## src/rtl/lockpick_player.sv

```systemverilog
// Host-side player for the lockpick game core.
// Streams a two-key guess into the game, collects and decodes its result.
module lockpick_player #(
  parameter int BYTE_GAP       = 0,
  parameter int TIMEOUT_CYCLES = 64
) (
  input  logic         clk,
  input  logic         rst,
  input  logic         cmd_valid,
  output logic         cmd_ready,
  input  logic [255:0] cmd_key_a,
  input  logic [255:0] cmd_key_b,
  output logic         game_start,
  output logic         game_input_enable,
  output logic [7:0]   game_input_data,
  input  logic         game_output_valid,
  input  logic [7:0]   game_output_data,
  input  logic [1:0]   game_status,
  output logic         rsp_valid,
  output logic [1:0]   rsp_code,
  output logic [1:0]   rsp_status,
  output logic         rsp_timeout,
  output logic [255:0] rsp_msg,
  output logic         session_active
);

  typedef enum logic [2:0] {
    P_IDLE, P_START, P_SEND_A, P_SEND_B,
    P_WAIT, P_RECV, P_DONE
  } state_t;

  localparam logic [3:0]  GAP      = 4'(BYTE_GAP);
  localparam logic [7:0]  TMO_LAST = 8'(TIMEOUT_CYCLES - 1);
  localparam logic [31:0] W_WIN    = 32'hFACEFACE;
  localparam logic [31:0] W_LOCK   = 32'hDEADDEAD;
  localparam logic [31:0] W_ERR    = 32'hBAD0BAD0;

  function automatic logic [1:0] decode(input logic [255:0] m);
    logic win, lock, err;
    win  = 1'b1;
    lock = 1'b1;
    err  = 1'b1;
    for (int j = 0; j < 8; j++) begin
      win  &= (m[j*32 +: 32] == W_WIN);
      lock &= (m[j*32 +: 32] == W_LOCK);
      err  &= (m[j*32 +: 32] == W_ERR);
    end
    unique case (1'b1)
      win:     decode = 2'b10;
      lock:    decode = 2'b11;
      err:     decode = 2'b01;
      default: decode = 2'b00;
    endcase
  endfunction

  state_t         state, state_nxt;
  logic [255:0]   key_a, key_a_nxt;
  logic [255:0]   key_b, key_b_nxt;
  logic [255:0]   cap, cap_nxt;
  logic [4:0]     byte_cnt, byte_cnt_nxt;
  logic [3:0]     gap, gap_nxt;
  logic [7:0]     tmo, tmo_nxt;
  logic [4:0]     rx_cnt, rx_cnt_nxt;
  logic [1:0]     dec;

  logic           cmd_ready_nxt, game_start_nxt;
  logic           enable_nxt, rsp_valid_nxt;
  logic [7:0]     data_nxt;
  logic [1:0]     code_nxt, status_nxt;
  logic           timeout_nxt, session_nxt;
  logic [255:0]   msg_nxt;

  always_comb begin
    state_nxt    = state;
    key_a_nxt    = key_a;
    key_b_nxt    = key_b;
    cap_nxt      = cap;
    byte_cnt_nxt = byte_cnt;
    gap_nxt      = gap;
    tmo_nxt      = tmo;
    rx_cnt_nxt   = rx_cnt;
    dec          = 2'b00;
    code_nxt     = rsp_code;
    status_nxt   = rsp_status;
    timeout_nxt  = rsp_timeout;
    msg_nxt      = rsp_msg;
    session_nxt  = session_active;
    unique case (state)
      P_IDLE: begin
        if (cmd_valid && cmd_ready) begin
          key_a_nxt    = cmd_key_a;
          key_b_nxt    = cmd_key_b;
          byte_cnt_nxt = '0;
          gap_nxt      = '0;
          if (session_active) begin
            state_nxt = P_SEND_A;
          end else begin
            state_nxt   = P_START;
            session_nxt = 1'b1;
          end
        end
      end
      P_START: state_nxt = P_SEND_A;
      P_SEND_A, P_SEND_B: begin
        if (state == P_SEND_B && byte_cnt == 5'd31 && gap == '0) begin
          state_nxt  = P_WAIT;
          tmo_nxt    = '0;
          rx_cnt_nxt = '0;
          cap_nxt    = '0;
        end else if (gap != GAP) begin
          gap_nxt = gap + 4'd1;
        end else begin
          gap_nxt      = '0;
          byte_cnt_nxt = byte_cnt + 5'd1;
          if (byte_cnt == 5'd31) state_nxt = P_SEND_B;
        end
      end
      P_WAIT: begin
        if (game_output_valid) begin
          cap_nxt[7:0] = game_output_data;
          rx_cnt_nxt   = 5'd1;
          state_nxt    = P_RECV;
        end else if (tmo == TMO_LAST) begin
          state_nxt   = P_DONE;
          code_nxt    = 2'b00;
          status_nxt  = 2'b00;
          timeout_nxt = 1'b1;
          msg_nxt     = '0;
          session_nxt = 1'b0;
        end else begin
          tmo_nxt = tmo + 8'd1;
        end
      end
      P_RECV: begin
        if (game_output_valid) begin
          cap_nxt[{rx_cnt, 3'b000} +: 8] = game_output_data;
          if (rx_cnt == 5'd31) begin
            dec         = decode(cap_nxt);
            state_nxt   = P_DONE;
            code_nxt    = dec;
            status_nxt  = game_status;
            timeout_nxt = 1'b0;
            msg_nxt     = cap_nxt;
            session_nxt = (dec == 2'b01);
          end else begin
            rx_cnt_nxt = rx_cnt + 5'd1;
          end
        end else begin
          // Stream broke early: report what arrived, as invalid.
          state_nxt   = P_DONE;
          code_nxt    = 2'b00;
          status_nxt  = 2'b00;
          timeout_nxt = 1'b0;
          msg_nxt     = cap;
          session_nxt = 1'b0;
        end
      end
      P_DONE:  state_nxt = P_IDLE;
      default: state_nxt = P_IDLE;
    endcase
    // Outputs are registered images of the state being entered.
    cmd_ready_nxt  = (state_nxt == P_IDLE);
    game_start_nxt = (state_nxt == P_START);
    rsp_valid_nxt  = (state_nxt == P_DONE);
    enable_nxt     = (state_nxt == P_SEND_A || state_nxt == P_SEND_B)
                     && gap_nxt == '0;
    data_nxt       = '0;
    if (enable_nxt) begin
      if (state_nxt == P_SEND_A)
        data_nxt = key_a_nxt[{byte_cnt_nxt, 3'b000} +: 8];
      else
        data_nxt = key_b_nxt[{byte_cnt_nxt, 3'b000} +: 8];
    end
  end

  always_ff @(posedge clk or negedge rst) begin
    if (!rst) begin
      state             <= P_IDLE;
      key_a             <= '0;
      key_b             <= '0;
      cap               <= '0;
      byte_cnt          <= '0;
      gap               <= '0;
      tmo               <= '0;
      rx_cnt            <= '0;
      cmd_ready         <= 1'b1;
      game_start        <= 1'b0;
      game_input_enable <= 1'b0;
      game_input_data   <= '0;
      rsp_valid         <= 1'b0;
      rsp_code          <= '0;
      rsp_status        <= '0;
      rsp_timeout       <= 1'b0;
      rsp_msg           <= '0;
      session_active    <= 1'b0;
    end else begin
      state             <= state_nxt;
      key_a             <= key_a_nxt;
      key_b             <= key_b_nxt;
      cap               <= cap_nxt;
      byte_cnt          <= byte_cnt_nxt;
      gap               <= gap_nxt;
      tmo               <= tmo_nxt;
      rx_cnt            <= rx_cnt_nxt;
      cmd_ready         <= cmd_ready_nxt;
      game_start        <= game_start_nxt;
      game_input_enable <= enable_nxt;
      game_input_data   <= data_nxt;
      rsp_valid         <= rsp_valid_nxt;
      rsp_code          <= code_nxt;
      rsp_status        <= status_nxt;
      rsp_timeout       <= timeout_nxt;
      rsp_msg           <= msg_nxt;
      session_active    <= session_nxt;
    end
  end

endmodule
```

## config.mk

```make
export PLATFORM = sky130hd
export DESIGN_NAME = lockpick_player
export DESIGN_NICKNAME = d
export VERILOG_FILES = /design/src/rtl/lockpick_player.sv
export SDC_FILE = /design/constraint.sdc
export NUM_CORES = 2
export LEC_CHECK = 0
export BUFFER_PORTS_ARGS = -buffer_cell sky130_fd_sc_hd__buf_2
export CORE_ASPECT_RATIO = 0.8
export CORE_MARGIN = 5
export CORE_UTILIZATION = 58
export DETAILED_ROUTE_END_ITERATION = 6
export PLACE_DENSITY = 0.81
export SYNTH_ARGS = -nofsm -noshare
export SYNTH_HDL_FRONTEND = slang
export SYNTH_SLANG_ARGS = --single-unit
```

## constraint.sdc

```tcl
create_clock -name clk -period 5.1 [get_ports clk]
set_clock_uncertainty 0.2 [all_clocks]
set_input_delay 0.51 -clock clk [delete_from_list [all_inputs] [get_ports clk]]
set_output_delay 0.51 -clock clk [all_outputs]
set_load 0.03 [all_outputs]
```

**After elaboration in Yosys (flattened, before gate mapping)**

Index checks and enable logic that the tools add are counted.

- Logic and storage cells: 184
- Register bits: 1067

- Shifts and indexed selects: 4
- Bitwise operators: 21
- Reductions and logical operators: 22
- $add $sub $neg: 5
- Eq/ne operators: 46
- Mux-type cells: 67

Operators with widths:

| kind | count |
|---|---|
| $mux W256 | 10 |
| $eq A32 B32 Y1 const B | 24 |
| $pmux W256 S2 | 1 |
| $shiftx A256 B9 Y8 | 2 |
| $pmux W248 S2 | 1 |
| $bwmux W256 | 1 |
| $shift A8 B10 Y256 const A | 1 |
| $shiftx A8 B10 Y256 | 1 |
| $mux W8 | 6 |
| $mux W5 | 7 |
| $mux W3 | 8 |
| $pmux W8 S3 | 1 |
| $and A1 B1 Y1 | 21 |
| $mux W2 | 10 |
| $ne A2 B2 Y1 const B | 8 |
| $pmux W8 S2 | 1 |
| $pmux W3 S5 | 1 |
| $pmux W5 S3 | 1 |
| $eq A3 B2 Y1 const B | 4 |
| $mux W4 | 3 |
| $reduce_and A4 Y1 | 3 |
| $add A5 B1 Y5 const B | 2 |
| $eq A5 B5 Y1 const B | 2 |
| $neg A8 Y10 | 1 |
| 24 further kinds | 45 |

**Logic depth before layout (Yosys ltp)**

- Depth in word-level cells: 19
- Gate-level depth with buffers: 18
- Gate-level depth less buffers: 14

**Least setup slack after synthesis**

OpenSTA, ideal clock, no wires.

- Kind: register -> register
- Start point: reg rx_cnt[0]
- End point: reg rsp_code[0]
- Clock period less this slack: 4.056 ns
- Stages on the path, launching flop included: 16
- Path buffers: 3
- Path slack: 1.044 ns
- Data required time: 4.834 ns
- Arrival: 3.790 ns
- Setup time: 0.066 ns
- Cells stage by stage: dfrtp_1 -> buf_6 -> inv_1 -> ha_1 -> buf_6 -> or3b_1 -> a311o_1 -> buf_6 -> a21oi_4 -> mux2_2 -> nor4_1 -> nand4_1 -> or4_1 -> nor4_1 -> and4_1 -> a221o_1

- Longest elaborated chain between the ends: 18
- Elaborated cells on any way between the ends: 59
- Those cells by class: add/sub: 1; eq/ne: 26; shift: 2; mux: 8; bitwise: 21; reduce/logical: 1

RTL lines:

| item | RTL line | source |
|---|---|---|
| start: declaration | 63 | `logic [4:0] rx_cnt, rx_cnt_nxt;` |
| start signal: assignment | 204 | `rx_cnt <= rx_cnt_nxt;` |
| $neg A8 Y10 | 136 | `cap_nxt[{rx_cnt, 3'b000} +: 8] = game_output_data;` |
| $shiftx A8 B10 Y256 or $shift A8 B10 Y256 (tied branches) | 136 |  |
| $bwmux W256 | 136 |  |
| $eq A32 B32 Y1, on equally long branches | 46, 44, 45 |  |
| $and A1 B1 Y1, on equally long branches (7 in a row) | 46, 44, 45 |  |
| $pmux W2 S3 | 48 | `unique case (1'b1)` |
| $mux W2 | 137 | `if (rx_cnt == 5'd31) begin` |
| $mux W2 | 135 | `if (game_output_valid) begin` |
| $mux W2 | 88 | `unique case (state)` |
| $mux W2 | 137 |  |
| $mux W2 | 135 |  |
| $pmux W2 S2 | 88 |  |
| end signal: assignment | 210 | `rsp_code <= code_nxt;` |
| end: declaration | 20 | `output logic [1:0] rsp_code,` |

Several ways; a longest one is shown, not always the timed one. The select of a mux whose other input is x is not followed.
A chain may end at the register's enable or synchronous reset.

**Final worst setup path**

- Start point: reg byte_cnt[0]
- End point: reg game_input_data[3]

- Longest elaborated chain between the ends: 9
- Elaborated cells on any way between the ends: 23
- Those cells by class: add/sub: 1; eq/ne: 3; shift: 2; mux: 12; reduce/logical: 5

RTL lines:

| item | RTL line | source |
|---|---|---|
| start: declaration | 60 | `logic [4:0] byte_cnt, byte_cnt_nxt;` |
| start signal: assignment | 201 | `byte_cnt <= byte_cnt_nxt;` |
| branches (longest 8 deep; another with $add A5 B1 Y5) | n/a |  |
| $mux W8 * | 168 | `if (enable_nxt) begin` |
| via data_nxt[3] | 68 | `logic [7:0] data_nxt;` |
| end signal: assignment | 208 | `game_input_data <= data_nxt;` |
| end: declaration | 15 | `output logic [7:0] game_input_data,` |

Mark *: on every way through the listed nets, which the timed path passes.

==> qor.tcl <==
set qor(core_region_area_um2) 89000
set qor(fillerInstances) 5761
set qor(share_clk_of_total_power) 0.246
set qor(switching_share) 0.418
set qor(worst-slew-pin-transition_ns) 1.11
set qor(first_pass_grt_wire_length_um) 366000
set qor(result_of_the_run) {finished, violations left}
set qor(synth.most_common_cell) {sky130_fd_sc_hd__nand2_1}
set qor(synth.top_cells.by_count) {sky130_fd_sc_hd__nand2_1 (2044), sky130_fd_sc_hd__dfrtp_1 (1066), sky130_fd_sc_hd__o21ai_0 (505)}
set qor(die_width_um) 344
set qor(floorplan.io_pins) 800
set qor(synth.cell_area_um2) 51800
set qor(numCtsBuffers) 105
set qor(clock_tree_buf_depth) 3
set qor(pwr-share-comb) 0.407
set qor(portBuffers) 799
set qor(fraction_of_layout_cells_with_a_size_suffix_above_1) 0.182
set qor(antenna_violating_nets_post_route) 0
set qor(floorplan.die_area_um2) 95400
set qor(drt_pre_antenna_iters) 7
set qor(groute.usage.overall) 0.517
set qor(place_worst_setup_slack_ns) 0.564
set qor(grt_max_degree) 196
set qor(setup.worst_path.end_class) {register}
set qor(max-cap-violations) 0
set qor(share_seq_of_total_power) 0.347
set qor(critPathMaxFanout) 24
set qor(cell_internal_pwr_uw) 19100
set qor(finalHoldViolCount) 0
set qor(wl_per_cell_um) 29.5
set qor(finalCriticalPeriod_ns) 4.78
set qor(tritoncts) {yes}
set qor(holdPathStages) 3
set qor(place_hpwl_um) 158000
set qor(synth_flop_cell) {sky130_fd_sc_hd__dfrtp_1}
set qor(power.switching_uw) 13700
set qor(timing.final.ws_setup_ns) 0.316
set qor(critPathArrivalTime_ns) 5.24
set qor(vdd.ir_drop.worst_mv) 0.870
set qor(syn_to_final_growth_pct) 28.4
set qor(synth_top_area_share) 0.515
set qor(synth_enable_flop_cells) 0
set qor(worstSkewPairLatency_ns) 0.71
set qor(synth_warnings) 0
set qor(grt_setup_unrepaired) {false}
set qor(crit_required_ns) 5.55
set qor(h-tree-depth) 3
set qor(timing.final.crit_share) 0.938
set qor(synthTopCellsByArea) {sky130_fd_sc_hd__dfrtp_1 (52%), sky130_fd_sc_hd__nand2_1 (15%), sky130_fd_sc_hd__mux2i_1 (5.7%), sky130_fd_sc_hd__o21ai_0 (4.9%), sky130_fd_sc_hd__a22o_1 (2.7%)}
set qor(drt_first_iter_violations) 10295
set qor(asyncSetResetFlopFracSynth) 1.00
set qor(p_leak_uw) 0.0330
set qor(timing.max_slew.rel_slack) 0.254
set qor(setup-tns-final_ns) 0
set qor(ys_seq_area_frac) 0.516
set qor(worst_setup_hold_path_clk_slew_ns) 0.08
set qor(reg2regPathDepth) 15
set qor(drt-vias-per-instance) 6.73
set qor(numClockSinks) 1067
set qor(min_path_type) {input port to register}
set qor(die_height_um) 277
set qor(count_of_vias_placed_by_the_detailed_router) 56722
set qor(drc) 375
set qor(floorplan.rows) 98
set qor(critPathKind) {register to register}
set qor(postCtsResizedCells) 0
set qor(floorplan.initialDensity) 0.582
set qor(post-route-util) 0.747
set qor(nets) 7652
set qor(power_density_nw_per_um2) 494
set qor(failed_checks) {DRC}
set qor(postSynthRegisterBits) 1067
set qor(timing.critical_path.from_type) {register}
set qor(fmaxAchievable_mhz) 209
set qor(synth_area_per_cell_um2) 8.81
set qor(clk_root_buffer_cell) {sky130_fd_sc_hd__clkbuf_16}
set qor(synth_largest_area_cell) {sky130_fd_sc_hd__dfrtp_1}
set qor(wirelength_routed_um) 249000
set qor(synthesis.instances) 5878
set qor(synth.net_count) 6415
set qor(grt-ovfl-total) 0
set qor(vias_in_the_first_global_route) 56189
set qor(setup-violations-final) 0
set qor(ys_types) 99
set qor(antenna_found_initial) 39
set qor(timing.final.max_slew_violations) 0
set qor(globalplace.congestion) 1.09
-- critical path, stage by stage (launching register included) --
cell	delay (ns)
sky130_fd_sc_hd__dfrtp_1	0.43
sky130_fd_sc_hd__ha_1	0.24
sky130_fd_sc_hd__and3_1	0.19
sky130_fd_sc_hd__ha_1	0.20
sky130_fd_sc_hd__nand4b_1	0.34
sky130_fd_sc_hd__o221ai_1	0.21
sky130_fd_sc_hd__and2_1	0.22
sky130_fd_sc_hd__buf_4	0.20
sky130_fd_sc_hd__nor2_4	0.58
sky130_fd_sc_hd__buf_12	0.29
sky130_fd_sc_hd__nand2_1	0.11
sky130_fd_sc_hd__a21oi_1	0.25
sky130_fd_sc_hd__o21ai_0	0.14
sky130_fd_sc_hd__and3_1	0.25
sky130_fd_sc_hd__a31oi_1	0.65
sky130_fd_sc_hd__or3_1	0.22
-- kinds of logic (layout without fill, tap and decap cells) --
kind of cell	Yosys count	count (layout)	share of synthesized area
and+or+nand+nor	2795	2795	0.225
AOI/OAI and AO/OA	1216	1216	0.149
DFF	1067	1067	0.516
buffers and inverters	437	1755	0.0343
muxes	344	344	0.0724
adders and majority gates	11	11	0.00266
xor gates and xnor gates	8	8	0.00150
other	0	36	0
-- cell type report --
| class | instances | area [µm²] | area share |
|---|---|---|---|
| Clock buffer | 141 | 2950 | 0.0444 |
| Clock inverter | 47 | 505 | 0.00760 |
| Timing Repair Buffer | 1546 | 11200 | 0.169 |
| Inverter | 21 | 80.1 | 0.00120 |
| Multi-Input combinational cell | 4374 | 23400 | 0.352 |
| Sequential cell | 1067 | 26700 | 0.402 |
| Antenna cell | 36 | 90.1 | 0.00136 |
| Tap cell | 1200 | 1500 | 0.0226 |
-- layer usage --
layer,routed length (µm),GRT usage,vias to the layer above,share of wire
met3,37400,0.247,2048,0.15
li1,-,-,22669,-
met4,29300,0.424,18,0.12
met5,175,0.0147,-,0.00070
met2,102000,0.724,5587,0.41
met1,79900,0.599,26400,0.32
-- final timing paths --
kind	endpoint	slack, ns	start
worst min register to register	rsp_msg[215]	0.27	rsp_msg[215]
worst min-delay path	key_b[9]	0.03	cmd_key_b[9]
worst max-delay path	game_input_data[3]	0.32	byte_cnt[0]
worst max register to register	game_input_data[3]	0.32	byte_cnt[0]
min in group asynchronous	cap[248]	0.33	rst
max in group asynchronous	game_input_data[7]	3.04	rst
-- placed cells by master (no fill, tap or decap), drive strengths merged, types with 15 or more instances in the layout --
cell type / n
a311o: 34
a32o: 16
o31ai: 25
a31oi: 33
mux2i: 296
nor3: 26
inv: 25
a311oi: 23
o21ai: 524
and3: 24
and2: 21
nor2b: 19
dfrtp: 1066
nand2b: 17
nand2: 2045
a21oi: 227
or3: 34
o211ai: 54
clkbuf: 141
nor3b: 15
mux4: 22
diode: 36
o22ai: 23
dlygate4sd3: 505
buf: 1041
nor2: 291
clkinv: 29
nand3: 166
a22o: 162
nand4: 35
nor4: 36
mux2: 26
-- sequential cells by signal, indices dropped and copies added, names as in the netlist, 2 cells and up --
name	cells
game_input_data	8
key_b	256
rsp_status	2
rsp_msg	256
byte_cnt	5
key_a	256
tmo	8
gap	4
cap	256
rsp_code	2
rx_cnt	5
state	3
-- timing repair --
item	CTS	global route
hold buffers	505	0
buffers inserted	0	0
setup endpoints to repair	0	0
endpoints found under the hold margin	580	0
-- power groups by stage --
| stage | combinational, µW | sequential (µW) | clock [µW] |
|---|---|---|---|
| finish | 13400 | 11400 | 8070 |
| global route | 13700 | 11500 | 8360 |
| CTS | 12100 | 11100 | 7940 |
| detailed placement | 11700 | 11300 | 0 |
| global placement | 11500 | 11200 | 0 |
| floorplan | 6960 | 11500 | 0 |
-- through the flow --
| step | hold slack, ns | instance area (µm²) | cells | power (µW) |
|---|---|---|---|---|
| 2_1_floorplan | 0.0144 | 51800 | 5878 | 18400 |
| 3_3_place_gp | 0.249 | 57900 | 7703 | 22700 |
| 3_5_place_dp | 0.253 | 57900 | 7703 | 22900 |
| 4_1_cts | 0.00735 | 66400 | 8396 | 31200 |
| 5_1_grt | 0.0368 | 66400 | 8410 | 33600 |
| 6_report | 0.0282 | 66500 | 8432 | 32800 |
Note: power is estimated with default switching activity, not from simulation.
